## src/rtl/bus_input_port_if.sv

```systemverilog
// rtl/bus_input_port_if.sv - stream and bus signals of the SAP bus input port
// Define BUS_IN_PARITY_EN to add the ext_parity sideband.
interface bus_input_port_if;
  logic [15:0] ext_data;
  logic        ext_valid;
  logic        ext_ready;
  logic        in_read;
  logic [15:0] bus_out;
  logic        bus_drive;
`ifdef BUS_IN_PARITY_EN
  logic        ext_parity;

  modport master (
    output ext_data, ext_valid, ext_parity, in_read,
    input  ext_ready, bus_out, bus_drive
  );
  modport slave (
    input  ext_data, ext_valid, ext_parity, in_read,
    output ext_ready, bus_out, bus_drive
  );
`else
  modport master (
    output ext_data, ext_valid, in_read,
    input  ext_ready, bus_out, bus_drive
  );
  modport slave (
    input  ext_data, ext_valid, in_read,
    output ext_ready, bus_out, bus_drive
  );
`endif
endinterface

```

## src/rtl/bus_input_port.sv

```systemverilog
// rtl/bus_input_port.sv - FIFO-buffered external input port that drives the SAP bus
// Define BUS_IN_PARITY_EN to drop words failing even parity and flag parity_err_o.
module bus_input_port #(
  parameter int DEPTH = 4,
  parameter int AW    = 2
) (
  input  logic            clk_i,
  input  logic            rst_i,
  bus_input_port_if.slave bus_if,
  output logic            empty_o,
  output logic            full_o,
  output logic [AW:0]     count_o,
`ifdef BUS_IN_PARITY_EN
  output logic            parity_err_o,
`endif
  output logic            underflow_o
);

  logic [15:0] mem_q [DEPTH];
  logic [15:0] mem_d [DEPTH];
  logic [AW-1:0] wptr_q, wptr_d;
  logic [AW-1:0] rptr_q, rptr_d;
  logic [AW:0]   count_q, count_d;
  logic          underflow_q, underflow_d;

  logic accept;
  logic word_ok;
  logic wr_en;
  logic pop_en;

  assign full_o            = (count_q == (AW+1)'(DEPTH));
  assign empty_o           = (count_q == '0);
  assign count_o           = count_q;
  assign underflow_o       = underflow_q;
  assign bus_if.ext_ready  = !full_o;
  assign bus_if.bus_drive  = bus_if.in_read & !empty_o;
  // Forced to zero when not driving so the bus mux never sees X.
  assign bus_if.bus_out    = bus_if.bus_drive ? mem_q[rptr_q] : 16'h0000;

  assign accept = bus_if.ext_valid & bus_if.ext_ready;
  assign pop_en = bus_if.bus_drive;

`ifdef BUS_IN_PARITY_EN
  logic parity_err_q, parity_err_d;

  assign word_ok      = ~(^{bus_if.ext_data, bus_if.ext_parity});
  assign parity_err_o = parity_err_q;

  always_comb begin
    parity_err_d = parity_err_q;
    if (accept && !word_ok) parity_err_d = 1'b1;
  end

  always_ff @(posedge clk_i) begin
    if (rst_i) parity_err_q <= 1'b0;
    else       parity_err_q <= parity_err_d;
  end
`else
  assign word_ok = 1'b1;
`endif

  // Bad-parity words still complete the handshake; they are just not stored.
  assign wr_en = accept & word_ok;

  always_comb begin
    mem_d       = mem_q;
    wptr_d      = wptr_q;
    rptr_d      = rptr_q;
    count_d     = count_q;
    underflow_d = underflow_q;
    if (wr_en) begin
      mem_d[wptr_q] = bus_if.ext_data;
      wptr_d        = wptr_q + AW'(1);
    end
    if (pop_en) rptr_d = rptr_q + AW'(1);
    unique case ({wr_en, pop_en})
      2'b10:   count_d = count_q + (AW+1)'(1);
      2'b01:   count_d = count_q - (AW+1)'(1);
      default: count_d = count_q;
    endcase
    if (bus_if.in_read && empty_o) underflow_d = 1'b1;
  end

  always_ff @(posedge clk_i) begin
    if (rst_i) begin
      for (int i = 0; i < DEPTH; i++) mem_q[i] <= 16'h0000;
      wptr_q      <= '0;
      rptr_q      <= '0;
      count_q     <= '0;
      underflow_q <= 1'b0;
    end else begin
      mem_q       <= mem_d;
      wptr_q      <= wptr_d;
      rptr_q      <= rptr_d;
      count_q     <= count_d;
      underflow_q <= underflow_d;
    end
  end

endmodule

```

## src/flat_wrapper.sv

```systemverilog
// flat-port wrapper written by rule: the top's interface ports become plain ports
module bus_input_port_flat 
#(
  parameter int DEPTH = 4,
  parameter int AW    = 2
)
  (clk_i, rst_i, empty_o, full_o, count_o, underflow_o, bus_if_ext_data, bus_if_ext_valid, bus_if_in_read, bus_if_ext_ready, bus_if_bus_out, bus_if_bus_drive);
  bus_input_port_if bus_if_i ();
  input  logic clk_i;
  input  logic rst_i;
  output logic empty_o;
  output logic full_o;
  output logic [AW:0] count_o;
  output logic underflow_o;
  input wire logic [$bits(bus_if_i.ext_data)-1:0] bus_if_ext_data;
  input wire logic [$bits(bus_if_i.ext_valid)-1:0] bus_if_ext_valid;
  input wire logic [$bits(bus_if_i.in_read)-1:0] bus_if_in_read;
  output wire logic [$bits(bus_if_i.ext_ready)-1:0] bus_if_ext_ready;
  output wire logic [$bits(bus_if_i.bus_out)-1:0] bus_if_bus_out;
  output wire logic [$bits(bus_if_i.bus_drive)-1:0] bus_if_bus_drive;
  assign bus_if_i.ext_data = bus_if_ext_data;
  assign bus_if_i.ext_valid = bus_if_ext_valid;
  assign bus_if_i.in_read = bus_if_in_read;
  assign bus_if_ext_ready = bus_if_i.ext_ready;
  assign bus_if_bus_out = bus_if_i.bus_out;
  assign bus_if_bus_drive = bus_if_i.bus_drive;
  bus_input_port #(.DEPTH(DEPTH), .AW(AW)) u_core (.clk_i(clk_i), .rst_i(rst_i), .bus_if(bus_if_i), .empty_o(empty_o), .full_o(full_o), .count_o(count_o), .underflow_o(underflow_o));
endmodule
```

## config.mk

```make
export PLATFORM = sky130hd
export DESIGN_NAME = bus_input_port_flat
export DESIGN_NICKNAME = d
export VERILOG_FILES = /design/src/rtl/bus_input_port_if.sv /design/src/rtl/bus_input_port.sv /design/src/flat_wrapper.sv
export SDC_FILE = /design/constraint.sdc
export NUM_CORES = 1
export LEC_CHECK = 0
export CORE_ASPECT_RATIO = 1.25
export CORE_MARGIN = 2
export CORE_UTILIZATION = 60
export DETAILED_ROUTE_END_ITERATION = 8
export PLACE_DENSITY = 0.95
export SLEW_MARGIN = 15
export SYNTH_ARGS = -nofsm -noshare
export SYNTH_HDL_FRONTEND = slang
export SYNTH_SLANG_ARGS = --single-unit
```

## constraint.sdc

```tcl
create_clock -name clk_i -period 3.6 [get_ports clk_i]
set_input_delay 0.36 -clock clk_i [delete_from_list [all_inputs] [get_ports clk_i]]
set_output_delay 0.36 -clock clk_i [all_outputs]
set_load 0.03 [all_outputs]
```

==> results of run 1 <==
## per-stage QoR
stage          instance area, sq um  power, W  setup slack, ps  hold slack (ps)
3_3_place_gp                   3930   0.00171             1110              450
5_1_grt                        4150   0.00246              638              455
2_1_floorplan                  3520   0.00151             1040              446
4_1_cts                        4130   0.00236              736              483
6_report                       4150   0.00236              748              434
3_5_place_dp                   3930   0.00174             1040              469
## critical path, delay by kind of cell (launching register included)
kind                   cells  cell delay [ps]
buffers and inverters      2              940
AND/OR/NAND/NOR            1              160
flip-flops                 1              740
multiplexers               1              300
## worst paths after layout
check | startpoint | end | slack (ps) | cells after the start
worst max-delay path | u_core.rptr_q[1]$_SDFFE_PP0P_ | bus_if_bus_out[2] | 750 | 4
worst min-delay path | rst_i | u_core.count_o[0]$_SDFFE_PP0P_ | 430 | 2
worst max register to register | u_core.count_o[2]$_SDFFE_PP0P_ | u_core.count_o[2]$_SDFFE_PP0P_ | 980 | 9
worst min register to register | u_core.mem_q[7]$_SDFFE_PP0P_ | u_core.mem_q[7]$_SDFFE_PP0P_ | 480 | 2
## registers in the layout, summed over array words and instances (netlist names)
register	flops
u_core.wptr_q	2
u_core.mem_q	64
u_core.rptr_q	2
u_core.count_o	3
u_core.underflow_o	1
## power groups by stage
stage | clock network (W) | logic (W) | registers [W]
5_1_grt | 0.000672 | 0.000831 | 0.000959
3_5_place_dp | 0 | 0.000775 | 0.000962
4_1_cts | 0.000639 | 0.000779 | 0.000946
2_1_floorplan | 0 | 0.000541 | 0.000972
3_3_place_gp | 0 | 0.000755 | 0.000956
6_report | 0.000636 | 0.000775 | 0.000948
## logic make-up (layout without fill, tap and decap cells)
family          count (synthesis)  count (layout)  synth area share [%]
xor+xnor                        4               4                 0.995
mux                            81              81                  28.8
compound gates                  7               7                  1.39
fa+ha+maj                       6               6                  2.35
buf+inv                        30              72                  4.51
simple gates                  115             115                  21.0
flops                          72              72                  41.0
## cells in the mapped netlist (all sizes together)
| library cell | n | share of area (%) |
|---|---|---|
| a21oi | 3 | 0.43 |
| and2 | 1 | 0.25 |
| and3 | 2 | 0.64 |
| buf | 11 | 2.5 |
| clkbuf | 11 | 1.2 |
| dfxtp | 72 | 41 |
| fa | 1 | 0.57 |
| ha | 5 | 1.8 |
| inv | 8 | 0.85 |
| mux2 | 1 | 0.32 |
| mux2i | 64 | 18 |
| mux4 | 16 | 10 |
| nand2b | 80 | 14 |
| nand3 | 4 | 1.4 |
| nand4b | 1 | 0.25 |
| nor2 | 8 | 0.85 |
| nor2b | 16 | 2.8 |
| nor3 | 1 | 0.14 |
| o21ai | 1 | 0.14 |
| o311ai | 1 | 0.25 |
| o31ai | 2 | 0.57 |
| or3 | 1 | 0.18 |
| or3b | 1 | 0.25 |
| xor2 | 4 | 1.0 |
## cells in the final DEF (no fill, tap or decap), drive strengths merged, types with 3 or more instances in the layout
cell type and instances:
dfxtp 72, xor2 4, a21oi 3, inv 8, ha 5, mux4 16
nand3 4, clkbuf 10, clkdlybuf4s50 42, buf 6, clkinvlp 3, mux2i 64
nor2b 16, nand2b 80, nor2 8
## metal layers
metal | share of wire [%] | GRT usage [%]
met5 | 0 | 0
met4 | 2.9 | 15.0
met3 | 2.9 | 3.91
met2 | 54 | 42.1
met1 | 40 | 26.7
## layout make-up
cell class / count / area, sq um
multi-input combinational: 213 / 1920
fill: 383 / 1590
sequential: 72 / 1440
timing repair buffer: 48 / 475
clock buffer: 10 / 128
tap: 66 / 82.6
clock inverter: 6 / 70.1
inverter: 8 / 30.0
==> reports/metrics.cfg, run 1 <==
[run_status]
status=completed

[yosys]
synth_warnings=0
synth-seq-cells=72
syn_area_sq_mm=0.00352
syn_nets=341
synth_area_per_cell_sq_um=11.2
ys_types=31
syn_inst=315
synth-seq-area-share_pct=41.0

[grt]
antenna_found_initial=0
grt_usage_pct=23.8
overflow=0
grt_pass1_vias=2323
grt_pass1_wl_mm=11.3
grt_max_degree=91

[drt]
vias=2361
drc_errors=0
ant_nets=0
first_pass_iters=4
finalWirelength_mm=7.12
drt-wirelength-per-cell_um=16.8
avgViaCountPerCell=5.58
drt_iter0_markers=110

[clock_tree]
clock_latency_ps=360
hold_buffers=0
clock_sinks=72
cts_tree=done
cts_buffer_depth=2
clk_pin_slew_worst_paths_ps=80
cts-htree-levels=3
cts_resized=0
cts_root_buf=clkbuf_8
cts_buffers=9
cts_setup_buffers=0

[floorplan]
coreArea_sq_mm=0.00574
die_h_um=89.6
die_x_um=72.5
start_util_pct=61.3
die-area_sq_mm=0.00650
rows=31
pin_count=44

[critical_path]
worstSetupEndpointType=primary output
start_kind=flip-flop
crit_path_cell_trace=buf_4 -> mux4_2 -> nor2b_1 -> clkdlybuf4s50_1
cp_slowest_cell=dfxtp_1
path_max_fanout=10
max_stage_delay_ps=740
arrival_ps=2490
path_class=flip-flop to primary output
crit_required_ps=3240

[final_layout]
final-instance-count-excl-fill=423
drive_gt1_share_pct=12.6
diodes=0
final_core_util_pct=72.2
syn2layout_area_growth_pct=17.8
final_nets=378

[timing]
maxSlewHeadroom_pct=40.5
setup_violations=0
hold_viol_final=0
worst_slew_pin_slew_ps=887
rsz0062_at_grt=no
period_share_pct=79.2
tns_ps=0
min_period_ps=2850
drv_slew=0
skew_ps=8.14
clock.fmax_mhz=351

[placed_design]
portBuffers=43
place.gp.congestion=0.790
dp.cells=406
dp_hpwl_mm=4.59

[pwr]
power.switching_w=0.000796
sw_frac_of_total_pct=33.7
comb_power_share_pct=32.9
leakagePower_nw=1.74
power_frac_seq_pct=40.2
clkPwrFrac_pct=27.0
p_int_w=0.00156
vdd.ir_drop.worst_v=0.000310
power_density_mw_per_mm2=569

[run]
maxCapViolations=0

[worst_hold_path]
worstHoldPathType=input pin to flip-flop

Power figures use the tool's default switching activity.
==> run 2, diff against run 1 <==
- CORE_UTILIZATION: 60 -> 50
- PLACE_DENSITY: 0.95 -> 0.86
- clock period: 3.6 -> 2.3 ns (I/O delays scaled with it)
==> reports/metrics.cfg, run 2 (synthesis gave the netlist of run 1 again) <==
[clock_tree]
cts_buffers=9  ; unchanged
clk_pin_slew_worst_paths_ps=80  ; about the same
hold_buffers=0  ; unchanged
cts_tree=done
clock_sinks=72  ; unchanged
clock_latency_ps=340  ; -20 ps
cts-htree-levels=3  ; unchanged
cts_buffer_depth=2  ; unchanged
cts_root_buf=clkbuf_8

[drt]
first_pass_iters=4  ; unchanged
wl_met2_mm=3.53  ; -7.8%
top_layer=met4
vias=2349  ; -0.51%
wl_met1_mm=2.97  ; +3.3%
ant_nets=0  ; unchanged
drc_errors=0  ; unchanged
avgViaCountPerCell=5.20  ; -6.9%
met3_length_um=207  ; unchanged
drt-wirelength-per-cell_um=15.1  ; -10%
drt_iter0_markers=149  ; +35%
finalWirelength_mm=6.82  ; -4.2%

[final_layout]
final_nets=384  ; +1.6%
finalInstanceArea_sq_mm=0.00421  ; +1.5%
fillers=556  ; +45%
syn2layout_area_growth_pct=19.6
largest_reg_flops=64  ; unchanged
final-instance-count-excl-fill=452  ; +6.9%
diodes=0  ; unchanged
largest_register=u_core.mem_q
mostFrequentLayoutCell=nand2b_1
layout_common_cells=nand2b_1 (80), dfxtp_1 (69), mux2i_1 (64)
drive_gt1_share_pct=14.9  ; +2.3 points

[grt]
grt_pass1_vias=2381  ; +2.5%
grt_max_degree=54  ; -41%
grt_pass1_wl_mm=11.1  ; -1.8%
antenna_found_initial=0  ; unchanged
grt_usage_pct=18.6  ; -5.2 points
overflow=0  ; unchanged

[critical_path]
worstSetupEndpointType=flip-flop
reg2reg_depth=9  ; unchanged
critPathBufInv=2  ; unchanged
path_class=flip-flop to flip-flop
crit_cells=9  ; +5
max_stage_delay_ps=400  ; -340 ps
crit_family=simple AND/OR/NAND/NOR gates
crit_required_ps=2570  ; -670 ps
start_kind=flip-flop
path_max_fanout=7  ; -3
arrival_ps=2470  ; -20 ps
crit_path_cell_trace=or3b_4 -> and2_4 -> inv_2 -> ha_4 -> inv_1 -> fa_2 -> xor2_1 -> or3_1 -> a21oi_1
cp_slowest_cell=or3b_4

[timing]
maxSlewHeadroom_pct=64.8  ; +24 points
rsz0062_at_grt=no
skew_ps=12.4  ; +4.27 ps
worst_slew_pin_slew_ps=527  ; -360 ps
setup_violations=0  ; unchanged
drv_slew=0  ; unchanged
hold_viol_final=0  ; unchanged
setup_ws_ps=99.1  ; -649 ps
period_share_pct=95.7
tns_ps=0  ; unchanged
min_period_ps=2200
clock.fmax_mhz=454

[floorplan]
rows=34  ; +9.7%
die_x_um=79.0  ; +9.0%
die_h_um=97.8  ; +9.1%
coreArea_sq_mm=0.00689  ; +20%
pin_count=44  ; unchanged
start_util_pct=51.1  ; -10 points
die-area_sq_mm=0.00773  ; +19%

[placed_design]
dp_hpwl_mm=4.59  ; unchanged
place.gp.congestion=0.752  ; -4.8%
dp.cells=436  ; +7.4%
portBuffers=43  ; unchanged
post_dp_cell_area_sq_mm=0.00406  ; +3.3%
post-place-ws_ps=58.5  ; -981 ps

[pwr]
leakagePower_nw=1.86  ; +6.9%
vdd.ir_drop.worst_v=0.000401  ; +30%
power_density_mw_per_mm2=863  ; +52%

[run_status]
status=completed

[worst_hold_path]
hold_depth=2  ; unchanged
worstHoldPathType=input pin to flip-flop

[run]
maxCapViolations=0  ; unchanged

## run 2: cell count changes in the layout (fill, tap and decap cells not counted), sizes merged
cell / before / now
buf: 6 / 13
clkdlybuf4s50: 42 / 25
clkinvlp: 3 / 0
dlygate4sd2: 0 / 15
clkbuf: 10 / 14
clkinv: 2 / 1
bufinv: 1 / 0
dlymetal6s2s: 0 / 1
## run 2: worst register-to-register path: stages, from the launching register on
cell and delay, ps:
dfxtp_4 370, or3b_4 400, and2_4 180, inv_2 60, ha_4 130, inv_1 50
fa_2 330, xor2_1 150, or3_1 310, a21oi_1 150
## run 2: metrics by stage
stage               hold WS, ps  utilization (%)  total power, W
finish                      367             61.1         0.00363
CTS                         363             60.9         0.00366
global placement            455             58.9         0.00280
floorplan                   371                -         0.00241
global route                381             61.1         0.00381
detailed placement          464             58.9         0.00284
## run 2: area by class of cell
class / instances / area (sq um) / share of cell area (%)
timing repair buffer: 54 / 514 / 12.2
clock buffer: 14 / 153 / 3.63
tap: 90 / 113 / 2.67
multi-input combinational: 213 / 1950 / 46.2
sequential: 72 / 1450 / 34.4
clock inverter: 1 / 5.00 / 0.119
inverter: 8 / 30.0 / 0.713
## run 2: final timing paths
path / from / end / slack, ps
worst max register to register: u_core.count_o[0]$_SDFFE_PP0P_ / u_core.count_o[2]$_SDFFE_PP0P_ / 100
worst min-delay path: rst_i / u_core.rptr_q[0]$_SDFFE_PP0P_ / 370
worst min register to register: u_core.mem_q[58]$_SDFFE_PP0P_ / u_core.mem_q[58]$_SDFFE_PP0P_ / 480
worst max-delay path: u_core.count_o[0]$_SDFFE_PP0P_ / u_core.count_o[2]$_SDFFE_PP0P_ / 100
## run 2: report_power, final
part	switching, W	internal [W]
clock network	0.000413	0.000415
logic	0.000707	0.000627
registers	0.0000865	0.00138
## run 2: timing repair
item | 4_1_cts | 5_1_grt
gates cloned | 0 | 0
buffers inserted | 0 | 1
endpoints found under the setup margin | 15 | 2
resized for setup | 15 | 2
## run 2: per-layer routing
layer	global-route usage, %	vias to the layer above
li1	-	1151
met2	31.9	34
met1	22.8	1156
met5	0	-
met4	8.75	0
met3	2.77	8
